===== src/rtl/snake_pkg.sv =====
// Shared definitions for the snake game control plane.
//   - direction codes (DIR_UP/DOWN/LEFT/RIGHT)
//   - game state encoding (ST_IDLE/RUN/PAUSE/OVER)
//   - opposite(): the direction a snake may never reverse into
package snake_pkg;

  localparam logic [1:0] DIR_UP    = 2'b00;
  localparam logic [1:0] DIR_DOWN  = 2'b01;
  localparam logic [1:0] DIR_LEFT  = 2'b10;
  localparam logic [1:0] DIR_RIGHT = 2'b11;

  typedef enum logic [1:0] {
    ST_IDLE  = 2'b00,
    ST_RUN   = 2'b01,
    ST_PAUSE = 2'b10,
    ST_OVER  = 2'b11
  } state_t;

  // Up/down and left/right differ only in bit 0.
  function automatic logic [1:0] opposite(input logic [1:0] dir);
    return dir ^ 2'b01;
  endfunction

endpackage


===== src/rtl/dir_fifo.sv =====
// Synchronous circular FIFO of 2-bit direction entries.
// Ports:
//   clk, reset_n      clock, asynchronous active-low reset
//   push, wr_dir      write wr_dir at the tail (accepted when not full, or
//                     when a pop happens in the same cycle)
//   pop               remove the head entry (ignored when empty)
//   flush             synchronous clear, overrides push/pop
//   head, tail        oldest and newest entries (tail valid when count>0)
//   count             occupancy, 0..QDEPTH
import snake_pkg::*;

module dir_fifo #(
  parameter int QDEPTH = 2
) (
  input  logic                       clk,
  input  logic                       reset_n,
  input  logic                       push,
  input  logic                       pop,
  input  logic                       flush,
  input  logic [1:0]                 wr_dir,
  output logic [1:0]                 head,
  output logic [1:0]                 tail,
  output logic [$clog2(QDEPTH):0]    count
);

  localparam int PW = $clog2(QDEPTH);
  localparam int CW = PW + 1;

  logic [1:0]    mem_r [QDEPTH];
  logic [PW-1:0] rd_ptr_r;
  logic [PW-1:0] wr_ptr_r;
  logic [CW-1:0] count_r;
  logic          do_push_s;
  logic          do_pop_s;

  // Qualify push/pop against occupancy; a full FIFO takes a push only with a pop.
  always_comb begin
    do_pop_s  = pop && (count_r != CW'(0));
    do_push_s = push && ((count_r < CW'(QDEPTH)) || do_pop_s);
  end

  // Storage, pointers and occupancy; pointers wrap naturally (power-of-two depth).
  always_ff @(posedge clk or negedge reset_n) begin
    if (!reset_n) begin
      rd_ptr_r <= PW'(0);
      wr_ptr_r <= PW'(0);
      count_r  <= CW'(0);
      for (int i = 0; i < QDEPTH; i++) begin
        mem_r[i] <= 2'b00;
      end
    end else if (flush) begin
      rd_ptr_r <= PW'(0);
      wr_ptr_r <= PW'(0);
      count_r  <= CW'(0);
    end else begin
      if (do_push_s) begin
        mem_r[wr_ptr_r] <= wr_dir;
        wr_ptr_r        <= wr_ptr_r + PW'(1);
      end
      if (do_pop_s) begin
        rd_ptr_r <= rd_ptr_r + PW'(1);
      end
      case ({do_push_s, do_pop_s})
        2'b10:   count_r <= count_r + CW'(1);
        2'b01:   count_r <= count_r - CW'(1);
        default: count_r <= count_r;
      endcase
    end
  end

  assign head  = mem_r[rd_ptr_r];
  assign tail  = mem_r[wr_ptr_r - PW'(1)];
  assign count = count_r;

endmodule


===== src/rtl/snake_input_scheduler.sv =====
// Control-plane scheduler between the keyboard/button decoders and the game
// core. Merges event pulses, runs the IDLE/RUN/PAUSE/OVER state machine and
// queues filtered direction commands so that one is applied per game tick.
// Ports:
//   kb_*/btn_*        event pulses and direction codes from the two front-ends
//   game_tick         snake moves one cell (pops a queued direction in RUN)
//   game_over         collision pulse
//   cur_dir           direction applied at the current move
//   dir_changed       pulse, cur_dir updated from the queue
//   dir_dropped       pulse, a direction event was discarded
//   game_state, run   current state, run = (state == RUN)
//   game_reset        pulse, game core reinitialises
//   q_count           direction queue occupancy
// All outputs are registered.
import snake_pkg::*;

module snake_input_scheduler #(
  parameter int QDEPTH = 2
) (
  input  logic                     clk,
  input  logic                     reset_n,
  input  logic [1:0]               kb_dir,
  input  logic                     kb_dir_valid,
  input  logic                     kb_start_pause,
  input  logic                     kb_reset,
  input  logic [1:0]               btn_dir,
  input  logic                     btn_dir_valid,
  input  logic                     btn_start_pause,
  input  logic                     btn_reset,
  input  logic                     game_tick,
  input  logic                     game_over,
  output logic [1:0]               cur_dir,
  output logic                     dir_changed,
  output logic                     dir_dropped,
  output logic [1:0]               game_state,
  output logic                     run,
  output logic                     game_reset,
  output logic [$clog2(QDEPTH):0]  q_count
);

  localparam int CW = $clog2(QDEPTH) + 1;

  state_t        state_r,       state_nxt_s;
  logic [1:0]    cur_dir_r,     cur_dir_nxt_s;
  logic          changed_r,     changed_nxt_s;
  logic          dropped_r,     dropped_nxt_s;
  logic          greset_r,      greset_nxt_s;
  logic          run_r,         run_nxt_s;

  logic          sp_s, rst_ev_s, dir_v_s, dual_s, accept_s, full_s, nonempty_s;
  logic [1:0]    dir_s, ref_s;
  logic          push_s, pop_s, flush_s;
  logic [1:0]    head_s, tail_s;
  logic [CW-1:0] count_s;

  dir_fifo #(.QDEPTH(QDEPTH)) u_fifo (
    .clk     (clk),
    .reset_n (reset_n),
    .push    (push_s),
    .pop     (pop_s),
    .flush   (flush_s),
    .wr_dir  (dir_s),
    .head    (head_s),
    .tail    (tail_s),
    .count   (count_s)
  );

  // Source merge and direction filter (reference is the pre-pop tail).
  always_comb begin
    sp_s       = kb_start_pause | btn_start_pause;
    rst_ev_s   = kb_reset | btn_reset;
    dir_v_s    = kb_dir_valid | btn_dir_valid;
    dual_s     = kb_dir_valid & btn_dir_valid;
    dir_s      = kb_dir_valid ? kb_dir : btn_dir;
    nonempty_s = (count_s != CW'(0));
    full_s     = (count_s == CW'(QDEPTH));
    ref_s      = nonempty_s ? tail_s : cur_dir_r;
    accept_s   = dir_v_s && (dir_s != ref_s) && (dir_s != opposite(ref_s));
  end

  // State register and registered outputs.
  always_ff @(posedge clk or negedge reset_n) begin
    if (!reset_n) begin
      state_r   <= ST_IDLE;
      cur_dir_r <= DIR_RIGHT;
      changed_r <= 1'b0;
      dropped_r <= 1'b0;
      greset_r  <= 1'b0;
      run_r     <= 1'b0;
    end else begin
      state_r   <= state_nxt_s;
      cur_dir_r <= cur_dir_nxt_s;
      changed_r <= changed_nxt_s;
      dropped_r <= dropped_nxt_s;
      greset_r  <= greset_nxt_s;
      run_r     <= run_nxt_s;
    end
  end

  // Next state, queue control and next outputs; priority reset > game_over > start_pause > dir/tick.
  always_comb begin
    state_nxt_s   = state_r;
    cur_dir_nxt_s = cur_dir_r;
    changed_nxt_s = 1'b0;
    dropped_nxt_s = 1'b0;
    greset_nxt_s  = 1'b0;
    push_s        = 1'b0;
    pop_s         = 1'b0;
    flush_s       = 1'b0;
    if (rst_ev_s) begin
      state_nxt_s   = ST_IDLE;
      flush_s       = 1'b1;
      cur_dir_nxt_s = DIR_RIGHT;
      greset_nxt_s  = 1'b1;
    end else begin
      case (state_r)
        ST_IDLE: begin
          if (sp_s) begin
            state_nxt_s  = ST_RUN;
            greset_nxt_s = 1'b1;
          end else begin
            state_nxt_s = ST_IDLE;
          end
        end
        ST_RUN: begin
          if (game_over) begin
            state_nxt_s = ST_OVER;
            flush_s     = 1'b1;
          end else if (sp_s) begin
            state_nxt_s = ST_PAUSE;
          end else begin
            if (game_tick && nonempty_s) begin
              pop_s         = 1'b1;
              cur_dir_nxt_s = head_s;
              changed_nxt_s = 1'b1;
            end else begin
              pop_s = 1'b0;
            end
            if (accept_s) begin
              if (!full_s || pop_s) begin
                push_s = 1'b1;
              end else begin
                dropped_nxt_s = 1'b1;
              end
            end else begin
              push_s = 1'b0;
            end
            if (dual_s) begin
              dropped_nxt_s = 1'b1;
            end else begin
              dropped_nxt_s = dropped_nxt_s;
            end
          end
        end
        ST_PAUSE: begin
          if (sp_s) begin
            state_nxt_s = ST_RUN;
          end else begin
            if (accept_s) begin
              if (!full_s) begin
                push_s = 1'b1;
              end else begin
                dropped_nxt_s = 1'b1;
              end
            end else begin
              push_s = 1'b0;
            end
            if (dual_s) begin
              dropped_nxt_s = 1'b1;
            end else begin
              dropped_nxt_s = dropped_nxt_s;
            end
          end
        end
        ST_OVER: begin
          if (sp_s) begin
            state_nxt_s = ST_IDLE;
          end else begin
            state_nxt_s = ST_OVER;
          end
        end
        default: begin
          state_nxt_s = ST_IDLE;
          flush_s     = 1'b1;
        end
      endcase
    end
    run_nxt_s = (state_nxt_s == ST_RUN);
  end

  assign cur_dir     = cur_dir_r;
  assign dir_changed = changed_r;
  assign dir_dropped = dropped_r;
  assign game_state  = state_r;
  assign run         = run_r;
  assign game_reset  = greset_r;
  assign q_count     = count_s;

endmodule


===== config.mk =====
export PLATFORM = sky130hd
export DESIGN_NAME = snake_input_scheduler
export DESIGN_NICKNAME = d
export VERILOG_FILES = /design/src/rtl/snake_pkg.sv /design/src/rtl/dir_fifo.sv /design/src/rtl/snake_input_scheduler.sv
export SDC_FILE = /design/constraint.sdc
export NUM_CORES = 1
export LEC_CHECK = 0
export ABC_AREA = 1
export CELL_PAD_IN_SITES_DETAIL_PLACEMENT = 0
export CELL_PAD_IN_SITES_GLOBAL_PLACEMENT = 1
export CORE_MARGIN = 2
export CORE_UTILIZATION = 35
export DETAILED_ROUTE_END_ITERATION = 12
export PLACE_DENSITY = 0.76
export SYNTH_ARGS = -nofsm -noshare
export SYNTH_HDL_FRONTEND = slang
export SYNTH_HIERARCHICAL = 1
export SYNTH_SLANG_ARGS = --single-unit

===== constraint.sdc =====
create_clock -name clk -period 4.41 [get_ports clk]
set_input_delay 0.882 -clock clk [delete_from_list [all_inputs] [get_ports clk]]
set_output_delay 0.882 -clock clk [all_outputs]
set_load 0.05 [all_outputs]

==> results.json, run 1 <==
{
  "postSynthAreaPerCell_um2": 7.632,
  "cp_top_family": "buffers and inverters",
  "die_w_um": 59.26,
  "drt-initial-drc-count": 44,
  "dr.pass1.iters": 4,
  "p_per_area_nw_per_um2": 223.5,
  "clockBufferDepth": 2,
  "clock-sinks": 16,
  "crit_start": "u_fifo/count[1]",
  "wl_um": 2145,
  "critPathLaunchType": "flop",
  "cts_hold_buf": 0,
  "crit_type": "flop to output port",
  "synthCells": 140,
  "cap_violations": 0,
  "final-hold-violation-count": 0,
  "worst_pin_slew_ps": 726.6,
  "endpoint": "q_count[1]",
  "path_clk_slew_ps": 90,
  "cp_num_cells": 1,
  "cts.root.buffer_cell": "clkbuf_4",
  "yosysWarnings": 6,
  "grt_antenna_before_repair": 0,
  "worstReg2RegStart": "game_state[1]",
  "via_per_inst": 4.663,
  "regToRegSetupSlack_ps": 2410,
  "via_count": 928,
  "status": "completed",
  "gp_congestion": 0.8492,
  "drc": 0,
  "rows": 20,
  "path_cells": "clkdlybuf4s50_1",
  "hold_depth": 2,
  "cp_max_fo": 8,
  "vdd_drop_max_uv": 73.28,
  "rr_endpoint": "u_fifo/mem_r[2]",
  "maxSlewViolCount": 0,
  "r2r_cells": 11,
  "mostFrequentLayoutCells": "nand2_1 (38), clkdlybuf4s50_1 (23), inv_1 (22), dfrtp_1 (14), o21ai_1 (9)",
  "setup.worst_path.end_class": "output port",
  "fin_crit_sh_pct": 58.14,
  "p_leak_nw": 0.6041,
  "die_area_um2": 3511,
  "worst-path-buf-inv": 1,
  "track_usage_pct": 14.04,
  "synthesis.nets": 158,
  "period_needed_ps": 2564,
  "worstHoldPathType": "flop to flop",
  "cts_resized": 0,
  "mostFrequentLayoutCell": "nand2_1",
  "fin_ws_ps": 1846,
  "final_antenna_net_count": 0,
  "clk_latency_ps": 280,
  "tns_ps": 0,
  "worstPathRequired_ps": 3530,
  "diodes": 0,
  "power_mw": 0.3046,
  "io_pins": 24,
  "cp_slowest_cell": "clkdlybuf4s50_1",
  "drive_above_1_share_pct": 16.27,
  "fin_worst_skew_ps": 1.364,
  "cts_max_level": 1,
  "place_ws_ps": 1651,
  "grt_first_pass_wirelength_um": 3698,
  "cp_slowest_stage_delay_ps": 870,
  "die_h_um": 59.26,
  "cts_setup_buffers": 0,
  "wire_per_inst_um": 10.78,
  "synthesis.area_um2": 1069,
  "numCtsBuffers": 3,
  "stdcell_count": 199,
  "grt_overflow": 0,
  "dp.cells": 196,
  "io_buffers": 23,
  "setup_viol": 0,
  "fmax_ghz": 0.3900,
  "grt_pass1_vias": 847,
  "grt_max_degree": 17,
  "start_util_pct": 35.88,
  "area_growth_pct": 27.52,
  "dpl.hpwl_um": 1766,
  "cts_tree": "done",
  "core_area_um2": 2978,
  "cp.arrival_ps": 1680,
  "fin_nets": 186,
  "grt_setup_unrepaired": "false",
  "relSlewSlack_pct": 51.41
}
==> flip-flops by register name, summed over array words and instances (netlist names) <==
register	flops
game_state	2
run	1
dir_dropped	1
u_fifo/rd_ptr_r	1
u_fifo/wr_ptr_r	1
game_reset	1
u_fifo/mem_r	4
cur_dir	2
dir_changed	1
u_fifo/count	2
==> worst min-delay path by stage <==
stage / slack, ps / from / end
5_1_grt: 540 / u_fifo/mem_r[0] / u_fifo/mem_r[0]
4_1_cts: 510 / u_fifo/mem_r[0] / u_fifo/mem_r[0]
3_3_place_gp: 480 / u_fifo/mem_r[2] / u_fifo/mem_r[2]
2_1_floorplan: 460 / u_fifo/mem_r[0] / u_fifo/mem_r[0]
6_report: 510 / u_fifo/mem_r[2] / u_fifo/mem_r[2]
3_5_place_dp: 480 / u_fifo/mem_r[0] / u_fifo/mem_r[0]
==> per-stage QoR <==
| stage | instance area [um2] | hold slack, ps | utilization [%] |
|---|---|---|---|
| 4_1_cts | 1363 | 506.8 | 45.76 |
| 6_report | 1363 | 510.5 | 45.76 |
| 3_5_place_dp | 1340 | 484.5 | 45.00 |
| 2_1_floorplan | 1069 | 458.8 | - |
| 3_3_place_gp | 1340 | 476.4 | 45.00 |
| 5_1_grt | 1363 | 540.5 | 45.76 |
==> layer usage <==
metal / GRT usage, % / wire [um] / part of all wire [%] / vias up
met5: 0 / 0 / 0 / -
met4: 6.818 / 27 / 1.3 / 0
met3: 1.310 / 58 / 2.7 / 2
met2: 22.14 / 971 / 45 / 17
met1: 19.18 / 1087 / 51 / 411
li1: - / - / - / 498
==> power by group <==
group          leakage [nW]  switching, mW  internal [mW]
Sequential            0.210        0.00467          0.151
Clock                0.0138         0.0429         0.0316
Combinational         0.381         0.0436         0.0309
Total                 0.604         0.0912          0.213
==> final cells by class <==
cell class / instances / area, um2
multi-input combinational: 98 / 541.8
timing repair buffer: 23 / 230.2
tap: 33 / 41.29
clock buffer: 3 / 22.52
fill: 308 / 1615
sequential: 16 / 402.9
inverter: 26 / 123.9
Power figures use the tool's default switching activity.
==> run 2: changes to the inputs <==
- clock period: 4.41 -> 2.6 ns (I/O delays scaled with it)
==> run 2 against run 1 <==
Effect of this change:
- clock-buffer cell count grew 1
- clock skew is essentially flat
- clock power grew 120%
- critical path type unchanged
- critical endpoint unchanged
- highest routed layer unchanged
==> results.json, run 2 (synthesized netlist as in run 1, its figures left out) <==
{
  "gp_congestion": 0.8961,
  "rows": 20,
  "fin_util_pct": 46.47,
  "cts.root.buffer_cell": "clkbuf_4",
  "cts_max_level": 1,
  "status": "completed",
  "final_antenna_net_count": 0,
  "period_needed_ps": 2223,
  "grt_pass1_vias": 854,
  "cts_setup_buffers": 0,
  "clock-sinks": 16,
  "start_util_pct": 35.88,
  "crit_type": "flop to output port",
  "cp_slowest_stage_delay_ps": 870,
  "relSlewSlack_pct": 52.91,
  "dr.pass1.iters": 4,
  "numCtsBuffers": 3,
  "via_per_inst": 4.711,
  "fill_cells": 311,
  "cts_resized": 0,
  "io_pins": 24,
  "mostFrequentLayoutCells": "nand2_1 (38), clkdlybuf4s50_1 (23), inv_1 (22), dfrtp_1 (14), o21ai_1 (9)",
  "final-hold-violation-count": 0,
  "dpl.hpwl_um": 1863,
  "clk_latency_ps": 290,
  "cp_max_fo": 8,
  "p_leak_nw": 0.6158,
  "hold_depth": 2,
  "drc": 0,
  "wl_um": 2232,
  "fin_worst_skew_ps": 1.073,
  "area_growth_pct": 29.51,
  "cp.arrival_ps": 1700,
  "largest_reg_flops": 4,
  "cap_violations": 0,
  "grt_setup_unrepaired": "false",
  "r2r_cells": 11,
  "grt_first_pass_wirelength_um": 3670,
  "worst-path-buf-inv": 1,
  "cp_top_family": "buffers and inverters",
  "clockBufferDepth": 2,
  "worstPathRequired_ps": 2080,
  "cp_slowest_cell": "clkdlybuf4s50_1",
  "cts_tree": "done",
  "via_count": 947,
  "path_cells": "clkdlybuf4s50_1",
  "tns_ps": 0,
  "fmax_ghz": 0.4498,
  "fin_crit_sh_pct": 85.50,
  "diodes": 0,
  "die_w_um": 59.26,
  "p_per_area_nw_per_um2": 402.1,
  "wire_per_inst_um": 11.10,
  "critPathLaunchType": "flop",
  "fin_nets": 187,
  "vdd_drop_max_uv": 146.1,
  "maxSlewViolCount": 0,
  "core_area_um2": 2978,
  "io_buffers": 23,
  "track_usage_pct": 13.88,
  "cts_hold_buf": 0,
  "grt_overflow": 0,
  "worstHoldPathType": "flop to flop",
  "cp_num_cells": 1,
  "grt_antenna_before_repair": 0,
  "setup.worst_path.end_class": "output port",
  "die_h_um": 59.26,
  "mostFrequentLayoutCell": "nand2_1",
  "worst_pin_slew_ps": 704.2,
  "die_area_um2": 3511,
  "drt-initial-drc-count": 31,
  "grt_max_degree": 17,
  "setup_viol": 0,
  "path_clk_slew_ps": 90,
  "top_register": "u_fifo/mem_r",
  "drive_above_1_share_pct": 17.26
}
[run 2: report_power, final]
part           leakage [nW]  switching [mW]  internal [mW]
Clock                0.0210          0.0784         0.0853
Sequential            0.210         0.00787          0.256
Combinational         0.385          0.0754         0.0536
[run 2: layout make-up]
class / count / area, um2 / share of cell area, %
Sequential cell: 16 / 402.9 / 29.11
Inverter: 26 / 123.9 / 8.951
Multi-Input combinational cell: 98 / 541.8 / 39.15
Clock buffer: 4 / 36.28 / 2.622
Timing Repair Buffer: 24 / 237.7 / 17.18
Tap cell: 33 / 41.29 / 2.984
[run 2: final timing paths]
| check | from | end | slack (ps) |
|---|---|---|---|
| hold reg to reg | u_fifo/mem_r[2] | u_fifo/mem_r[2] | 500 |
| hold / removal | u_fifo/mem_r[2] | u_fifo/mem_r[2] | 500 |
| setup reg to reg | game_state[1] | u_fifo/mem_r[3] | 550 |
| max in group asynchronous | reset_n | run | 1510 |
| setup / recovery | u_fifo/count[1] | q_count[1] | 380 |
| min in group asynchronous | reset_n | u_fifo/mem_r[3] | 650 |
[run 2: routing by layer]
| metal | wire [um] | share of wire (%) | GRT usage [%] | vias to the layer above |
|---|---|---|---|---|
| met2 | 1058 | 47 | 21.98 | 21 |
| met4 | 27 | 1.2 | 6.818 | 0 |
| met5 | 0 | 0 | 0 | - |
| li1 | - | - | - | 503 |
| met3 | 82 | 3.7 | 1.310 | 2 |
| met1 | 1064 | 48 | 18.88 | 421 |
[run 2: through the flow]
stage	hold slack (ps)	power (mW)	cell area (um2)	worst slack, ps	std cells
final	498.7	0.5564	1384	377.0	201
after CTS	506.1	0.5635	1384	362.9	201
after floorplan	224.4	0.3455	1069	542.9	140
after detailed placement	482.2	0.3995	1348	187.8	197
after global routing	553.6	0.5848	1384	316.5	201
after global placement	475.0	0.3982	1348	225.2	197
==> run 3: changes to the inputs <==
- ABC_CLOCK_PERIOD_IN_PS: not set -> 2800
- clock period: 2.6 -> 2.8 ns (I/O delays scaled with it)
==> run 3 against run 2 <==
Effect of this change:
- clock power decreased by 7%
- total power decreased by 7.1%
- sequential share of layout area is the same
- critical path type unchanged
- largest cell class unchanged
==> results.json, run 3 (synthesized netlist as in run 1, its figures left out) <==
{
  "wire_per_inst_um": 10.94,
  "critPathLaunchType": "flop",
  "cp_slowest_cell": "clkdlybuf4s50_1",
  "min-delay-start": "u_fifo/mem_r[2]",
  "r2r_cells": 11,
  "cts.root.buffer_cell": "clkbuf_4",
  "grt_overflow": 0,
  "wl_um": 2198,
  "dpl.hpwl_um": 1828,
  "gp_congestion": 0.8916,
  "numCtsBuffers": 3,
  "worst-path-buf-inv": 1,
  "die_area_um2": 3511,
  "crit_type": "flop to output port",
  "regToRegSetupSlack_ps": 760,
  "drt-initial-drc-count": 15,
  "io_buffers": 23,
  "p_leak_nw": 0.6164,
  "grt_pass1_vias": 876,
  "cts_hold_buf": 0,
  "setup.worst_path.end_class": "output port",
  "worst_pin_slew_ps": 715.0,
  "start_util_pct": 35.88,
  "cp_max_fo": 8,
  "fin_worst_skew_ps": 5.944,
  "path_cells": "clkdlybuf4s50_1",
  "grt_max_degree": 17,
  "diodes": 0,
  "cp_slowest_stage_delay_ps": 870,
  "hold_path_end": "u_fifo/mem_r[2]",
  "cp_top_family": "buffers and inverters",
  "track_usage_pct": 14.21,
  "path_clk_slew_ps": 100,
  "rr_endpoint": "u_fifo/mem_r[3]",
  "io_pins": 24,
  "fin_ws_ps": 526.3,
  "relSlewSlack_pct": 52.18,
  "maxSlewViolCount": 0,
  "dp.cells": 197,
  "final_antenna_net_count": 0,
  "mostFrequentLayoutCell": "nand2_1",
  "worstReg2RegStart": "game_state[1]",
  "met2_usage_pct": 22.61,
  "cts_max_level": 1,
  "fin_crit_sh_pct": 81.20,
  "setup_viol": 0,
  "grt_setup_unrepaired": "false",
  "period_needed_ps": 2274,
  "drive_above_1_share_pct": 17.26,
  "p_per_area_nw_per_um2": 373.7,
  "fill_cells": 306,
  "status": "completed",
  "grt_first_pass_wirelength_um": 3788,
  "drc": 0,
  "cap_violations": 0,
  "final-hold-violation-count": 0,
  "worstPathRequired_ps": 2240,
  "largest_reg_flops": 4,
  "cts_tree": "done",
  "place_ws_ps": 349.7,
  "clock-sinks": 16,
  "worstHoldPathType": "flop to flop",
  "grt_antenna_before_repair": 0,
  "mostFrequentLayoutCells": "nand2_1 (38), clkdlybuf4s50_1 (23), inv_1 (22), dfrtp_1 (14), o21ai_1 (9)",
  "grt_use_met3_pct": 1.528,
  "cts_resized": 0,
  "die_h_um": 59.26,
  "clk_latency_ps": 290,
  "cts_setup_buffers": 0,
  "cp.arrival_ps": 1710,
  "via_per_inst": 4.761,
  "rows": 20,
  "top_register": "u_fifo/mem_r",
  "grt_use_met1_pct": 18.75,
  "stdcell_count": 201,
  "hold_depth": 2,
  "vdd_drop_max_uv": 140.2,
  "dr.pass1.iters": 4,
  "tns_ps": 0,
  "grt.busiest_layer": "met2",
  "die_w_um": 59.26,
  "area_growth_pct": 29.51,
  "via_count": 957,
  "place_area_um2": 1348,
  "fmax_ghz": 0.4398,
  "core_area_um2": 2978,
  "final_cell_area_um2": 1384,
  "clockBufferDepth": 2,
  "fin_nets": 187,
  "fin_util_pct": 46.47
}
-- run 3: worst max path at each step --
stage	from	slack, ps	cells past startpoint	endpoint
6_report	u_fifo/count[1]	530	1	q_count[1]
5_1_grt	btn_start_pause	450	11	u_fifo/mem_r[2]
4_1_cts	u_fifo/count[1]	520	1	q_count[1]
3_5_place_dp	btn_start_pause	350	11	u_fifo/mem_r[3]
3_3_place_gp	btn_start_pause	390	11	u_fifo/mem_r[3]
2_1_floorplan	game_state[0]	740	10	u_fifo/mem_r[2]
-- run 3: routing by layer --
metal	vias up	wire [um]
met5	-	0
met4	0	53
met3	6	94
met2	25	1006
met1	425	1045
li1	501	-
-- run 3: final cells by class --
class / instances / area (um2) / area share (%)
clock buffers: 4 / 36.28 / 2.622
inverters: 26 / 123.9 / 8.951
multi-input cells: 98 / 541.8 / 39.15
flip-flops and latches: 16 / 402.9 / 29.11
well taps: 33 / 41.29 / 2.984
repair buffers: 24 / 237.7 / 17.18
-- run 3: stage by stage --
| step | hold WS, ps | total power, mW |
|---|---|---|
| after floorplan | 264.4 | 0.3208 |
| final | 504.6 | 0.5171 |
| after detailed placement | 490.7 | 0.3709 |
| after global placement | 474.5 | 0.3697 |
| after CTS | 514.0 | 0.5256 |
| after global routing | 552.6 | 0.5430 |
-- run 3: power by group --
group / switching, mW / internal, mW / leakage (nW)
clock network: 0.0733 / 0.0792 / 0.0210
logic: 0.0697 / 0.0498 / 0.386
registers: 0.00749 / 0.238 / 0.210
